===== config.mk =====
export PLATFORM = sky130hd
export DESIGN_NAME = mem_access_unit
export DESIGN_NICKNAME = d
export VERILOG_FILES = /design/src/rtl/mem_access_unit.sv
export SDC_FILE = /design/constraint.sdc
export NUM_CORES = 1
export LEC_CHECK = 0
export BUFFER_PORTS_ARGS = -buffer_cell sky130_fd_sc_hd__buf_2
export CORE_ASPECT_RATIO = 1.4
export CORE_MARGIN = 8
export CORE_UTILIZATION = 30
export DETAILED_ROUTE_END_ITERATION = 8
export PLACE_DENSITY = 0.53
export SLEW_MARGIN = 15
export SYNTH_ARGS = -nofsm -noshare
export SYNTH_HDL_FRONTEND = slang
export SYNTH_SLANG_ARGS = --single-unit

===== constraint.sdc =====
create_clock -name clk -period 2.9 [get_ports clk]
set_input_delay 0.435 -clock clk [delete_from_list [all_inputs] [get_ports clk]]
set_output_delay 0.435 -clock clk [all_outputs]
set_load 0.02 [all_outputs]

===== src/rtl/mem_access_unit.sv =====
// mem_access_unit: MEM stage issuing one load/store per instruction on a ready-handshaked data port.
// Load data is lane-selected and extended; results are registered as the MEM/WB boundary.
module mem_access_unit #(
  parameter int DATA_WIDTH = 32,
  parameter int REG_ADDR_W = 5
) (
  input  logic                  clk,
  input  logic                  rst,
  input  logic                  i_valid,
  input  logic                  i_mem_read,
  input  logic                  i_mem_write,
  input  logic [1:0]            i_size,
  input  logic                  i_unsigned,
  input  logic [DATA_WIDTH-1:0] i_addr,
  input  logic [DATA_WIDTH-1:0] i_wdata,
  input  logic                  i_reg_write,
  input  logic                  i_mem_to_reg,
  input  logic [REG_ADDR_W-1:0] i_wreg,
  output logic                  dm_req,
  output logic                  dm_we,
  output logic [DATA_WIDTH-1:0] dm_addr,
  output logic [3:0]            dm_be,
  output logic [DATA_WIDTH-1:0] dm_wdata,
  input  logic                  dm_ready,
  input  logic [DATA_WIDTH-1:0] dm_rdata,
  output logic                  o_stall,
  output logic                  o_valid,
  output logic [DATA_WIDTH-1:0] o_result,
  output logic [DATA_WIDTH-1:0] o_rdata,
  output logic                  o_reg_write,
  output logic                  o_mem_to_reg,
  output logic [REG_ADDR_W-1:0] o_wreg,
  output logic                  o_misalign
);
  typedef enum logic {IDLE, ACCESS} state_t;
  state_t r_state, w_next;
  logic                  r_we, r_unsigned, r_reg_write, r_mem_to_reg;
  logic [1:0]            r_size;
  logic [DATA_WIDTH-1:0] r_addr;
  logic [REG_ADDR_W-1:0] r_wreg;
  logic w_mem_op, w_half, w_misalign, w_bad, w_start;
  logic [3:0]            w_be;
  logic [DATA_WIDTH-1:0] w_wdata, w_sh, w_load;
  logic [7:0]            w_b;
  logic [15:0]           w_h;
  assign w_mem_op   = i_valid & (i_mem_read | i_mem_write);
  assign w_half     = ~i_size[1] & i_size[0];
  assign w_misalign = (w_half & i_addr[0]) | (i_size[1] & |i_addr[1:0]);
  assign w_bad      = w_mem_op & w_misalign;
  assign w_start    = (r_state == IDLE) & w_mem_op & ~w_misalign;
  // reset gates the stall so an abandoned access releases the pipeline at once
  assign o_stall    = rst & (w_start | ((r_state == ACCESS) & ~dm_ready));
  assign w_be    = i_size[1] ? 4'hF : (w_half ? 4'b0011 : 4'b0001) << i_addr[1:0];
  assign w_wdata = i_size[1] ? i_wdata : w_half ? {2{i_wdata[15:0]}} : {4{i_wdata[7:0]}};
  assign w_sh    = dm_rdata >> {r_addr[1:0], 3'b000};
  assign w_b     = w_sh[7:0];
  assign w_h     = r_addr[1] ? dm_rdata[31:16] : dm_rdata[15:0];
  assign w_load  = r_size[1] ? dm_rdata
                 : r_size[0] ? {{16{~r_unsigned & w_h[15]}}, w_h}
                 : {{24{~r_unsigned & w_b[7]}}, w_b};
  always_comb begin
    w_next = r_state;
    w_next = w_start ? ACCESS : ((r_state == ACCESS) & dm_ready) ? IDLE : r_state;
  end
  always_ff @(posedge clk or negedge rst)
    if (!rst) r_state <= IDLE;
    else      r_state <= w_next;
  always_ff @(posedge clk or negedge rst) begin
    if (!rst) begin
      dm_req <= 1'b0; dm_we <= 1'b0; dm_addr <= '0; dm_be <= '0; dm_wdata <= '0;
      o_valid <= 1'b0; o_result <= '0; o_rdata <= '0; o_reg_write <= 1'b0;
      o_mem_to_reg <= 1'b0; o_wreg <= '0; o_misalign <= 1'b0;
      r_we <= 1'b0; r_unsigned <= 1'b0; r_reg_write <= 1'b0; r_mem_to_reg <= 1'b0;
      r_size <= '0; r_addr <= '0; r_wreg <= '0;
    end else if (r_state == IDLE) begin
      if (w_start) begin
        dm_req       <= 1'b1;
        dm_we        <= i_mem_write;
        dm_addr      <= {i_addr[DATA_WIDTH-1:2], 2'b00};
        dm_be        <= i_mem_write ? w_be : 4'hF;
        dm_wdata     <= i_mem_write ? w_wdata : '0;
        r_we         <= i_mem_write;
        r_unsigned   <= i_unsigned;
        r_reg_write  <= i_reg_write;
        r_mem_to_reg <= i_mem_to_reg;
        r_size       <= i_size;
        r_addr       <= i_addr;
        r_wreg       <= i_wreg;
        o_valid      <= 1'b0;
        o_reg_write  <= 1'b0;
        o_misalign   <= 1'b0;
      end else begin
        o_valid      <= i_valid;
        o_result     <= i_addr;
        o_rdata      <= '0;
        o_reg_write  <= i_reg_write & ~w_bad;
        o_mem_to_reg <= i_mem_to_reg;
        o_wreg       <= i_wreg;
        o_misalign   <= w_bad;
      end
    end else if (dm_ready) begin
      dm_req       <= 1'b0;
      o_valid      <= 1'b1;
      o_result     <= r_addr;
      o_rdata      <= r_we ? '0 : w_load;
      o_reg_write  <= r_reg_write & ~r_we;
      o_mem_to_reg <= r_mem_to_reg;
      o_wreg       <= r_wreg;
      o_misalign   <= 1'b0;
    end else begin
      o_valid     <= 1'b0;
      o_reg_write <= 1'b0;
    end
  end
endmodule


==> results.cfg <==
[status]
outcome = finished, final reports clean

[synthesis]
synth.largest_area_cell = dfrtp_1
synth-edff-count = 0
synthTopCellsByArea = dfrtp_1 54%, nand2_1 12%, mux2i_1 6.3%, o21ai_0 4.2%, buf_4 3.5%
yosys_register_bits = 154
synth_area_mm2 = 0.007167
async_reset_ff_share_pct = 100.0
synth_top_area_share_pct = 53.77
yosys_warnings = 0
ys_types = 41
yosysMostFrequentCell = nand2_1
yosys-top-cells-count = 235 x nand2_1, 154 x dfrtp_1, 60 x o21ai_0
yosysSeqAreaShare_pct = 53.77
syn_area_per_cell_um2 = 9.685
syn_inst = 740
synth_ff_type = dfrtp_1

[detailed_routing]
first_iter_violations = 321
dr.pass1.iters = 4
viasPerCell = 4.655
drc = 0
drt-total-wl_um = 22470
ant_nets = 0
vias = 5888
routedWlPerCell_um = 17.76

[cells_and_area]
area_growth_pct = 26.47
post-route-util_pct = 38.20
drive_gt1_share_pct = 33.51
layout.nets = 1053

[sta]
period_minus_slack_ns = 2.617
drv_slew = 0
fin_ws_ns = 0.2825
setup-violations-final = 0
rsz0062_at_grt = false
finClkSkew_ns = 0.01148
max_freq_mhz = 382.0
finalCritPeriodShare_pct = 90.26
tns_ns = 0
relSlewSlack_pct = 34.36
hold_viol_final = 0
worst_pin_slew_ns = 0.9847

[clock_network]
post_cts_buffers = 0
cts.htree.levels = 4
cts.root.buffer_cell = clkbuf_16
clock-sinks = 154
clkTransAtPathRegs_ns = 0.06
postCtsHoldBufs = 0
worst_skew_pair.late_latency_ns = 0.43
cts_made_buffers = 17
ctsResizeCount = 0
clk_path_buf_depth = 2
cts_tree = done

[pwr]
p_int_mw = 4.503
p_sw_mw = 2.453
fin_total_pwr_mw = 6.956
switching_share_pct = 35.27
p_seq_share_pct = 41.4
powerDensity_mw_per_mm2 = 767.5
clkPwrFrac_pct = 31.5
peakVddDrop_uv = 395.7
p_leak_nw = 4.585
pwr-share-comb_pct = 27.1

[grt]
grt_pass1_vias = 6242
grt_max_degree = 155
grt.overflow.total = 0
grt_usage_pct = 15.39
antenna_found_initial = 4
grt_pass1_wl_um = 35020

[die]
die-area_mm2 = 0.02916
fp-row-count = 67
dieHeight_um = 198.9
initial_core_util_pct = 30.21
ios = 256
die_x_um = 146.6
core_area_mm2 = 0.02372

[placed_design]
place_congestion = 0.7485
portBuffers = 253
dp_hpwl_um = 16140
pre_cts_ws_ns = 0.5866

[critical_path]
arrival_ns = 2.18
r2r_start = r_state
cp.required_ns = 2.47
r2r_cells = 5
crit_path_end_kind = output pin
rr_endpoint = o_rdata[29]
crit_fanout = 18
rrSetupSlack_ns = 0.70
crit_type = reg -> out
start_kind = flip-flop

[worst_hold_path]
hp-class = in -> async

[flow_run]
max_cap_violations = 0
[critical path: stages (launching register included)]
cell and delay, ns:
dfrtp_2 0.60, o41ai_2 0.75, and2_1 0.21, buf_2 0.18
[final cells by class]
type	count	area (um^2)
well taps	310	387.9
flip-flops and latches	154	3855
clock buffers	20	446.7
repair buffers	264	1380
inverters	4	15.01
multi-input cells	500	2850
diodes	3	7.507
clock inverters	10	121.4
fillers	2411	14660
[worst max-delay path by stage]
stage,cells past startpoint,to,startpoint
after floorplan,6,o_stall,i_mem_write
after global placement,4,dm_wdata[26],i_size[0]
after detailed placement,5,o_stall,i_size[0]
after CTS,3,o_stall,r_state
after global routing,3,o_stall,r_state
final,3,o_stall,r_state
[cell families after synthesis]
family	Yosys count	synth area share, %
AND/OR/NAND/NOR	305	17.82
other	1	0.05232
flip-flops	154	53.77
AO/OA/AOI/OAI	130	12.29
multiplexers	63	9.270
buffers and inverters	87	6.791
[stage by stage]
step	cells	area (um^2)	hold slack, ns
2_1_floorplan	741	7171	0.1394
3_3_place_gp	1232	8488	0.4531
3_5_place_dp	1232	8488	0.4537
4_1_cts	1262	9056	0.1822
5_1_grt	1264	9061	0.1995
6_report	1265	9064	0.1490
[cell usage in the layout (no fill, tap or decap), drive strengths merged, types with 2 or more instances in the layout]
cell type	Yosys	final
o31ai	16	16
clkinv	0	3
bufinv	0	2
nand3	17	17
clkinvlp	0	4
clkbuf	25	20
a32o	8	8
nand2	235	235
dfrtp	154	154
conb	1	2
and2	3	3
diode	0	3
nor2	14	14
o21ai	62	62
nand2b	10	10
or3	4	4
nor2b	18	18
inv	4	5
o221ai	6	6
mux2	17	17
a31oi	4	4
buf	58	264
mux2i	45	45
a21oi	9	9
a221o	16	16
o21a	2	2
[power groups by stage]
stage	combinational (mW)	clock (mW)	sequential [mW]
2_1_floorplan	1.01	0	3.16
3_5_place_dp	1.93	0	2.92
6_report	1.88	2.19	2.88
4_1_cts	1.93	2.27	2.89
3_3_place_gp	1.91	0	2.91
5_1_grt	2.07	2.36	2.95
[metal layers]
metal / vias to the layer above / GRT usage [%] / wire, um
met3: 28 / 4.826 / 1359
met1: 2792 / 18.12 / 9250
met2: 174 / 25.51 / 11400
met5: - / 0 / 20
li1: 2890 / - / -
met4: 4 / 6.506 / 435
No activity file was read; power rests on OpenSTA's default activity.
